<file path="src/rtl/tdc_tx_framer_if.sv">
// Bundles the word-input handshake and the UART launch/done signals of the
// TDC byte framer; slave is the framer's view, master is the surrounding logic.
interface tdc_tx_framer_if #(
  parameter int unsigned DATA_W = 32,
  parameter int unsigned NB     = 8
);
  logic              i_Data_Valid;
  logic [DATA_W-1:0] i_Data;
  logic              o_Data_Ready;
  logic              i_Tx_Active;
  logic              i_Tx_Done;
  logic              o_Tx_DV;
  logic [NB-1:0]     o_Tx_Byte;
  logic              o_Busy;
  logic              o_Overflow;

  modport slave (
    input  i_Data_Valid,
    input  i_Data,
    input  i_Tx_Active,
    input  i_Tx_Done,
    output o_Data_Ready,
    output o_Tx_DV,
    output o_Tx_Byte,
    output o_Busy,
    output o_Overflow
  );

  modport master (
    output i_Data_Valid,
    output i_Data,
    output i_Tx_Active,
    output i_Tx_Done,
    input  o_Data_Ready,
    input  o_Tx_DV,
    input  o_Tx_Byte,
    input  o_Busy,
    input  o_Overflow
  );
endinterface

</file>
<file path="src/rtl/tdc_tx_framer.sv">
// Buffers TDC words in a small FIFO and emits each one to the UART transmitter
// as HEADER, data bytes MSB-first, then an XOR checksum of the data bytes.
module tdc_tx_framer #(
  parameter int unsigned    DATA_W     = 32,
  parameter int unsigned    NB         = 8,
  parameter int unsigned    FIFO_DEPTH = 4,
  parameter logic [NB-1:0]  HEADER     = 8'hA5
) (
  input  logic             i_Clock,
  input  logic             i_Reset_n,
  tdc_tx_framer_if.slave   bus_if
);

  localparam int unsigned K     = DATA_W / NB;
  localparam int unsigned IDX_W = $clog2(K + 2);
  localparam int unsigned PTR_W = (FIFO_DEPTH > 1) ? $clog2(FIFO_DEPTH) : 1;
  localparam int unsigned CNT_W = PTR_W + 1;

  localparam logic [IDX_W-1:0] LAST_IDX = IDX_W'(K + 1);
  localparam logic [CNT_W-1:0] DEPTH_C  = CNT_W'(FIFO_DEPTH);

  typedef enum logic [1:0] {
    ST_IDLE  = 2'd0,
    ST_ISSUE = 2'd1,
    ST_WAIT  = 2'd2
  } state_t;

  function automatic logic [NB-1:0] csum_fold(input logic [NB-1:0] acc,
                                              input logic [NB-1:0] data_byte);
    return acc ^ data_byte;
  endfunction

  logic [DATA_W-1:0] mem_q [FIFO_DEPTH];
  logic [PTR_W-1:0]  wr_ptr_q;
  logic [PTR_W-1:0]  rd_ptr_q;
  logic [CNT_W-1:0]  count_q;
  logic [CNT_W-1:0]  count_d;
  logic              ovf_q;

  state_t            state_q;
  logic [IDX_W-1:0]  idx_q;
  logic [NB-1:0]     csum_q;
  logic [DATA_W-1:0] shift_q;
  logic              tx_dv_q;
  logic [NB-1:0]     tx_byte_q;

  logic              full_s;
  logic              empty_s;
  logic              push_s;
  logic              pop_s;
  logic [NB-1:0]     byte_s;

  assign full_s  = (count_q == DEPTH_C);
  assign empty_s = (count_q == '0);
  assign push_s  = bus_if.i_Data_Valid && !full_s;
  // Popping only while idle and the line is free guarantees no launch into a busy transmitter.
  assign pop_s   = (state_q == ST_IDLE) && !empty_s && !bus_if.i_Tx_Active;

  // Occupancy next-state: simultaneous push and pop leave the count unchanged.
  always_comb begin
    count_d = count_q;
    if (push_s && !pop_s) begin
      count_d = count_q + CNT_W'(1);
    end else if (pop_s && !push_s) begin
      count_d = count_q - CNT_W'(1);
    end else begin
      count_d = count_q;
    end
  end

  // FIFO storage array, written on every accepted word.
  always_ff @(posedge i_Clock) begin
    if (push_s) begin
      mem_q[wr_ptr_q] <= bus_if.i_Data;
    end
  end

  // FIFO pointers, occupancy and the sticky overflow flag.
  always_ff @(posedge i_Clock) begin
    if (!i_Reset_n) begin
      wr_ptr_q <= '0;
      rd_ptr_q <= '0;
      count_q  <= '0;
      ovf_q    <= 1'b0;
    end else begin
      if (push_s) begin
        wr_ptr_q <= wr_ptr_q + PTR_W'(1);
      end
      if (pop_s) begin
        rd_ptr_q <= rd_ptr_q + PTR_W'(1);
      end
      count_q <= count_d;
      if (bus_if.i_Data_Valid && full_s) begin
        ovf_q <= 1'b1;
      end
    end
  end

  // Selects the frame byte for the current index.
  always_comb begin
    byte_s = HEADER;
    if (idx_q == '0) begin
      byte_s = HEADER;
    end else if (idx_q == LAST_IDX) begin
      byte_s = csum_q;
    end else begin
      byte_s = shift_q[DATA_W-1 -: NB];
    end
  end

  // Frame sequencer with registered launch pulse and byte.
  always_ff @(posedge i_Clock) begin
    if (!i_Reset_n) begin
      state_q   <= ST_IDLE;
      idx_q     <= '0;
      csum_q    <= '0;
      shift_q   <= '0;
      tx_dv_q   <= 1'b0;
      tx_byte_q <= '0;
    end else begin
      tx_dv_q <= 1'b0;
      case (state_q)
        ST_IDLE: begin
          if (pop_s) begin
            shift_q <= mem_q[rd_ptr_q];
            csum_q  <= '0;
            idx_q   <= '0;
            state_q <= ST_ISSUE;
          end
        end
        ST_ISSUE: begin
          tx_dv_q   <= 1'b1;
          tx_byte_q <= byte_s;
          if ((idx_q != '0) && (idx_q != LAST_IDX)) begin
            csum_q  <= csum_fold(csum_q, byte_s);
            shift_q <= shift_q << NB;
          end
          state_q <= ST_WAIT;
        end
        ST_WAIT: begin
          if (bus_if.i_Tx_Done) begin
            if (idx_q < LAST_IDX) begin
              idx_q   <= idx_q + IDX_W'(1);
              state_q <= ST_ISSUE;
            end else begin
              state_q <= ST_IDLE;
            end
          end
        end
        default: begin
          state_q <= ST_IDLE;
        end
      endcase
    end
  end

  assign bus_if.o_Data_Ready = !full_s;
  assign bus_if.o_Tx_DV      = tx_dv_q;
  assign bus_if.o_Tx_Byte    = tx_byte_q;
  assign bus_if.o_Busy       = (state_q != ST_IDLE);
  assign bus_if.o_Overflow   = ovf_q;

endmodule

</file>
<file path="src/flat_wrapper.sv">
// flat-port wrapper written by rule: the top's interface ports become plain ports
module tdc_tx_framer_flat 
#(
  parameter int unsigned    DATA_W     = 32,
  parameter int unsigned    NB         = 8,
  parameter int unsigned    FIFO_DEPTH = 4,
  parameter logic [NB-1:0]  HEADER     = 8'hA5
)
  (i_Clock, i_Reset_n, bus_if_i_Data_Valid, bus_if_i_Data, bus_if_i_Tx_Active, bus_if_i_Tx_Done, bus_if_o_Data_Ready, bus_if_o_Tx_DV, bus_if_o_Tx_Byte, bus_if_o_Busy, bus_if_o_Overflow);
  tdc_tx_framer_if #(.DATA_W(DATA_W), .NB(NB)) bus_if_i ();
  input  logic i_Clock;
  input  logic i_Reset_n;
  input wire logic [$bits(bus_if_i.i_Data_Valid)-1:0] bus_if_i_Data_Valid;
  input wire logic [$bits(bus_if_i.i_Data)-1:0] bus_if_i_Data;
  input wire logic [$bits(bus_if_i.i_Tx_Active)-1:0] bus_if_i_Tx_Active;
  input wire logic [$bits(bus_if_i.i_Tx_Done)-1:0] bus_if_i_Tx_Done;
  output wire logic [$bits(bus_if_i.o_Data_Ready)-1:0] bus_if_o_Data_Ready;
  output wire logic [$bits(bus_if_i.o_Tx_DV)-1:0] bus_if_o_Tx_DV;
  output wire logic [$bits(bus_if_i.o_Tx_Byte)-1:0] bus_if_o_Tx_Byte;
  output wire logic [$bits(bus_if_i.o_Busy)-1:0] bus_if_o_Busy;
  output wire logic [$bits(bus_if_i.o_Overflow)-1:0] bus_if_o_Overflow;
  assign bus_if_i.i_Data_Valid = bus_if_i_Data_Valid;
  assign bus_if_i.i_Data = bus_if_i_Data;
  assign bus_if_i.i_Tx_Active = bus_if_i_Tx_Active;
  assign bus_if_i.i_Tx_Done = bus_if_i_Tx_Done;
  assign bus_if_o_Data_Ready = bus_if_i.o_Data_Ready;
  assign bus_if_o_Tx_DV = bus_if_i.o_Tx_DV;
  assign bus_if_o_Tx_Byte = bus_if_i.o_Tx_Byte;
  assign bus_if_o_Busy = bus_if_i.o_Busy;
  assign bus_if_o_Overflow = bus_if_i.o_Overflow;
  tdc_tx_framer #(.DATA_W(DATA_W), .NB(NB), .FIFO_DEPTH(FIFO_DEPTH), .HEADER(HEADER)) u_core (.i_Clock(i_Clock), .i_Reset_n(i_Reset_n), .bus_if(bus_if_i));
endmodule
</file>
<file path="config.mk">
export PLATFORM = sky130hd
export DESIGN_NAME = tdc_tx_framer_flat
export DESIGN_NICKNAME = d
export VERILOG_FILES = /design/src/rtl/tdc_tx_framer_if.sv /design/src/rtl/tdc_tx_framer.sv /design/src/flat_wrapper.sv
export SDC_FILE = /design/constraint.sdc
export NUM_CORES = 1
export LEC_CHECK = 0
export ABC_AREA = 1
export CORE_UTILIZATION = 59
export DETAILED_ROUTE_END_ITERATION = 8
export PLACE_DENSITY = 0.79
export SYNTH_ARGS = -nofsm -noshare
export SYNTH_HDL_FRONTEND = slang
export SYNTH_SLANG_ARGS = --single-unit
</file>
<file path="constraint.sdc">
create_clock -name i_Clock -period 3 [get_ports i_Clock]
set_input_delay 0.45 -clock i_Clock [delete_from_list [all_inputs] [get_ports i_Clock]]
set_output_delay 0.45 -clock i_Clock [all_outputs]
set_load 0.01 [all_outputs]
</file>
==> results.yml, run 1 <==
clock_network:
  numCtsBuffers: 17
  clockRootBuffer: "clkbuf_16"
  cts.sinks: 192
  cts-hold-fix-buffers: 0
  h-tree-depth: 4
  clk_pin_slew_ns: 0.07
  clock_latency_ns: 0.43
  cts.path.max_buffers: 2
  cts_setup_buffers: 0
  cts-resized-gates: 0
  cts_tree: "built"
power_and_ir_drop:
  power_density_nw_per_um2: 894
  netSwitchingPower_mw: 2.67
  p_sw_frac: 0.334
  leakagePower_nw: 3.41
  peakVddDrop_mv: 0.452
  pwr-share-clk: 0.276
  intPower_mw: 5.33
  combinationalPowerShare: 0.270
  p_seq_frac: 0.454
routing:
  via_per_inst: 5.57
  drt_iter0_drc: 509
  wire_per_inst_um: 15.8
  ant_nets: 0
  dr.pass1.iters: 8
  drt-total-wl_mm: 15.5
  dr_total_vias: 5472
  drc: 0
global_route:
  antenna_found_initial: 0
  grt_max_degree: 65
  grt-ovfl-total: 0
  first_global_vias: 5163
  grt_util_all_layers: 0.246
  grt_pass1_wl_mm: 24.8
setup_path:
  cp-start-kind: "flip-flop"
  crit_slowest_cell: "nand2_4"
  worst_ep_arrival_time_ns: 2.49
  end_kind: "flip-flop"
  crit_path_max_incr_delay_ns: 0.49
  worstSetupPathType: "flip-flop to flip-flop"
  path_cells: "inv_1 > ha_1 > nand2_2 > nand3_4 > nand2_4 > nand2_1 > a21oi_1 > nor2_1"
  critPathMaxFanout: 64
  required_ns: 3.32
yosys:
  yosysUniqueCellTypes: 29
  postSynthCellCount: 758
  yosysWarnings: 0
  syn_nets: 804
  yosysSeqAreaShare: 0.656
  synth_area_um2: 7810
  synth_area_leaders: "edfxtp_1, dfxtp_1, nand2_1"
  synth_top_area_frac: 0.492
  ys_ff_latch: 192
  syn_area_per_cell_um2: 10.3
  yosys.area.top_type: "edfxtp_1"
floorplan:
  fp.dieH_um: 117
  fp.dieW_um: 117
  start_util: 0.611
  core_area_um2: 12800
  pin_count: 49
  rows: 41
  die-area_um2: 13700
placement:
  portBuffers: 48
  dp_hpwl_mm: 8.70
  placed_area_um2: 8380
  place_congestion: 0.785
final_layout:
  register_area_um2: 5130
  antenna_cells: 0
  fin_area_um2: 8950
  fillerInstances: 895
  area_growth_syn_to_layout_pct: 14.7
  drive_above_1_share: 0.0765
  nets: 843
  final_common_cell: "nand2_1"
  multi_input_area_um2: 2220
  final_cell_mix: "nand2_1, edfxtp_1, a21oi_1"
sta:
  rsz0062_at_grt: "false"
  fmax_mhz: 461
  hold_viol: 0
  finalMaxSlewViolations: 0
  tightest_slew_ns: 0.638
  slew_headroom: 0.575
  period_minus_slack_ns: 2.17
  final-setup-viol-count: 0
  fin_crit_sh: 0.722
  fin_skew_ns: 0.00564
  setup-tns-final_ns: 0
job:
  drv_cap: 0
worst_hold_path:
  hold_path.class: "flip-flop to flip-flop"
status:
  outcome: "finished clean"
==> per-stage QoR <==
step / power, mW / hold WS (ns) / setup WS [ns] / util / instances
final: 8.00 / 0.454 / 0.833 / 0.701 / 982
after global routing: 8.49 / 0.476 / 0.669 / 0.701 / 982
after CTS: 8.03 / 0.455 / 0.831 / 0.701 / 982
after detailed placement: 5.82 / 0.445 / 0.548 / 0.656 / 950
after global placement: 5.72 / 0.441 / 0.620 / 0.656 / 950
after floorplan: 5.27 / 0.426 / 0.447 / - / 758
==> power groups by stage <==
stage,sequential (mW),clock [mW],combinational (mW)
floorplan,3.60,0,1.67
global placement,3.66,0,2.06
detailed placement,3.68,0,2.14
CTS,3.63,2.23,2.17
global route,3.69,2.33,2.46
finish,3.63,2.21,2.16
==> layer usage <==
layer / vias up / share of wire / track usage
met1: 2601 / 0.40 / 0.296
met3: 18 / 0.064 / 0.0530
li1: 2660 / - / -
met4: 0 / 0.018 / 0.100
met2: 193 / 0.52 / 0.431
met5: - / 0 / 0
==> final cells by class <==
type                            instances  share of cell area
Sequential cell                       192               0.573
Multi-Input combinational cell        461               0.248
Timing Repair Buffer                   59              0.0629
Clock buffer                           19              0.0495
Inverter                               66              0.0277
Tap cell                              172              0.0240
Clock inverter                         13              0.0151
==> registers in the layout, indices dropped and copies added (netlist names), named ones only <==
name	cells
u_core.shift_q	32
u_core.idx_q	3
u_core.bus_if.o_Overflow	1
u_core.state_q	2
u_core.mem_q	128
u_core.bus_if.o_Tx_DV	1
u_core.rd_ptr_q	2
u_core.csum_q	8
u_core.bus_if.o_Tx_Byte	8
u_core.wr_ptr_q	2
u_core.count_q	3
==> path summary, 6_finish.rpt <==
path	startpoint	end	slack, ns	depth (start not counted)
setup / recovery	u_core.idx_q[0]	u_core.shift_q[12]	0.83	8
hold / removal	u_core.bus_if.o_Overflow	u_core.bus_if.o_Overflow	0.45	2
setup reg to reg	u_core.idx_q[0]	u_core.shift_q[12]	0.83	8
hold reg to reg	u_core.bus_if.o_Overflow	u_core.bus_if.o_Overflow	0.45	2
==> critical path: cells and delay by family, from the launching register on <==
kind	cells	cell delay (ns)
simple gates	5	1.10
flops	1	0.40
compound gates	1	0.22
buf+inv	1	0.08
fa+ha+maj	1	0.21
==> cell families after synthesis <==
group / Yosys count / synth area share
and+or+nand+nor: 251 / 0.134
AOI/OAI and AO/OA: 200 / 0.133
DFF: 192 / 0.656
buffers and inverters: 105 / 0.0601
adders and majority gates: 9 / 0.0154
xor gates and xnor gates: 1 / 0.00112
==> cells in the mapped netlist <==
library cell  instances
nand2_1             157
edfxtp_1            128
a21oi_1             108
o21ai_0              74
dfxtp_1              64
inv_1                60
nor2_1               53
nand3_1              28
clkbuf_1             19
buf_2                 9
ha_1                  8
o22ai_1               8
buf_6                 7
inv_2                 6
a22o_1                5
buf_4                 3
nand2_2               3
nor2_4                3
o21ai_1               3
nand2_4               2
nand4_1               2
and3_1                1
buf_1                 1
fa_1                  1
nand3_2               1
nand3_4               1
o21a_1                1
o21bai_1              1
xnor2_1               1
No activity file was read; power rests on OpenSTA's default activity.
==> run 2, diff against run 1 <==
--- a/config.mk
+++ b/config.mk
@@ -6,9 +6,9 @@
 export NUM_CORES = 1
 export LEC_CHECK = 0
 export ABC_AREA = 1
-export CORE_UTILIZATION = 59
+export CORE_UTILIZATION = 53
 export DETAILED_ROUTE_END_ITERATION = 8
-export PLACE_DENSITY = 0.79
+export PLACE_DENSITY = 0.75
 export SYNTH_ARGS = -nofsm -noshare
 export SYNTH_HDL_FRONTEND = slang
 export SYNTH_SLANG_ARGS = --single-unit
==> constraint.sdc (replaced) <==
create_clock -name i_Clock -period 1.9 [get_ports i_Clock]
set_input_delay 0.285 -clock i_Clock [delete_from_list [all_inputs] [get_ports i_Clock]]
set_output_delay 0.285 -clock i_Clock [all_outputs]
set_load 0.01 [all_outputs]
==> results.yml, run 2 (synthesis gave the netlist of run 1 again) <==
status:
  outcome: "finished clean"
job:
  drv_cap: 0
global_route:
  grt_pass1_wl_mm: 26.6
  grt_max_degree: 52
  gr-usage-met3: 0.0530
  grt-ovfl-total: 0
  gr-usage-met1: 0.275
  antenna_found_initial: 0
  grt_util_all_layers: 0.235
  grtUsageMet2: 0.409
  first_global_vias: 5536
  busiest_layer: "met2"
sta:
  period_minus_slack_ns: 1.76
  hold_ws_ns: 0.456
  fin_crit_sh: 0.925
  hold_viol: 0
  finalMaxSlewViolations: 0
  fin_skew_ns: 0.0157
  slew_headroom: 0.691
  final-setup-viol-count: 0
  fmax_mhz: 569
  rsz0062_at_grt: "false"
  tightest_slew_ns: 0.463
final_layout:
  drive_above_1_share: 0.102
  final_common_cell: "nand2_1"
  antenna_cells: 0
  regMostFlops: "u_core.mem_q"
  largest_register_ffs: 128
  largestRegisters: "u_core.mem_q (128), u_core.shift_q (32)"
  area_growth_syn_to_layout_pct: 17.2
  fillerInstances: 1076
  final_cell_mix: "nand2_1, edfxtp_1, a21oi_1"
  instances_no_fill: 1004
  nets: 857
routing:
  drc: 0
  dr.pass1.iters: 5
  dr_total_vias: 5609
  via_per_inst: 5.59
  ant_nets: 0
  drt_iter0_drc: 479
  drt-total-wl_mm: 16.5
  wire_per_inst_um: 16.4
setup_path:
  cp-start-kind: "flip-flop"
  worstSetupPathType: "flip-flop to output pin"
  end_kind: "output pin"
  rrSetupSlack_ns: 0.16
  required_ns: 1.62
  rr_startpoint: "u_core.count_q[1]"
  critPathMaxFanout: 3
  worst_ep_arrival_time_ns: 1.47
  r2r-end: "u_core.count_q[2]"
  reg2regPathDepth: 11
clock_network:
  clockRootBuffer: "clkbuf_16"
  clk_pin_slew_ns: 0.07
  cts.sinks: 192
  cts.path.max_buffers: 2
  cts_tree: "built"
  clock_latency_ns: 0.44
  h-tree-depth: 4
  numCtsBuffers: 17
floorplan:
  die-area_um2: 15200
  fp.dieW_um: 123
  rows: 43
  fp.dieH_um: 123
  pin_count: 49
  core_area_um2: 14100
  start_util: 0.552
worst_hold_path:
  hold_path.class: "flip-flop to flip-flop"
  hold_path_depth: 2
  min_from: "u_core.bus_if.o_Overflow"
  hold-path-endpoint: "u_core.bus_if.o_Overflow"
power_and_ir_drop:
  power_density_nw_per_um2: 1410
  peakVddDrop_mv: 0.795
  leakagePower_nw: 3.49
placement:
  portBuffers: 48
  dp_cells: 971
  place_congestion: 0.813
  dp_hpwl_mm: 9.82
==> run 2: cell types whose count changed in the layout (fill, tap and decap cells not counted), moves of 3 or more <==
cell    before  now
buf_12       0    7
buf_4       11   18
inv_1       60   57
inv_2        6    9
==> run 2: per-layer routing <==
layer | up-vias | wire [um]
met5 | - | 0
met4 | 0 | 456
met3 | 36 | 943
met2 | 209 | 8410
met1 | 2676 | 6670
li1 | 2688 | -
==> run 2: layout make-up <==
type / count / area [um^2] / area share
flip-flops and latches: 192 / 5130 / 0.561
well taps: 180 / 225 / 0.0246
clock inverters: 14 / 131 / 0.0144
multi-input cells: 461 / 2230 / 0.244
clock buffers: 18 / 429 / 0.0469
inverters: 66 / 248 / 0.0271
repair buffers: 73 / 756 / 0.0826
==> run 2: timing repair <==
item | 4_1_cts | 5_1_grt
gates resized for setup | 3 | 6
pin swaps | 0 | 1
setup buffers | 0 | 1
hold buffers | 0 | 0
endpoints found under the hold margin | 0 | 0
endpoints found under the setup margin | 1 | 1
==> run 2: metrics by stage <==
step	area (um^2)	total power [mW]	setup slack (ns)	util	setup TNS, ns
6_report	9150	12.9	0.143	0.647	0
5_1_grt	9150	13.7	0.0126	0.647	0
2_1_floorplan	7820	8.32	-0.171	-	-21.90
3_3_place_gp	8570	9.35	-0.138	0.606	-0.171
4_1_cts	9140	12.9	0.0130	0.646	0
3_5_place_dp	8570	9.54	-0.228	0.606	-0.301
==> run 2: worst max-delay path by stage <==
stage / startpoint / endpoint / slack, ns / cells past startpoint
after floorplan: u_core.count_q[0] / u_core.mem_q[0][0] / -0.17 / 4
after global placement: bus_if_i_Tx_Active / u_core.count_q[2] / -0.14 / 10
after detailed placement: bus_if_i_Tx_Active / u_core.count_q[2] / -0.23 / 10
after CTS: u_core.count_q[0] / u_core.count_q[2] / 0.01 / 11
after global routing: u_core.count_q[1] / u_core.count_q[2] / 0.01 / 11
final: u_core.state_q[1] / bus_if_o_Busy / 0.14 / 3
==> run 2: report_power, final <==
| part | switching [mW] | total, mW | internal (mW) |
|---|---|---|---|
| Combinational | 2.47 | 3.86 | 1.39 |
| Clock | 1.64 | 3.36 | 1.72 |
| Sequential | 0.385 | 5.69 | 5.30 |
==> run 2: worst max-delay path, cell delays in order, from the launching register on <==
cell             delay (ns)
dfxtp_1                0.35
inv_2                  0.05
nand2_2                0.10
clkdlybuf4s50_1        0.54
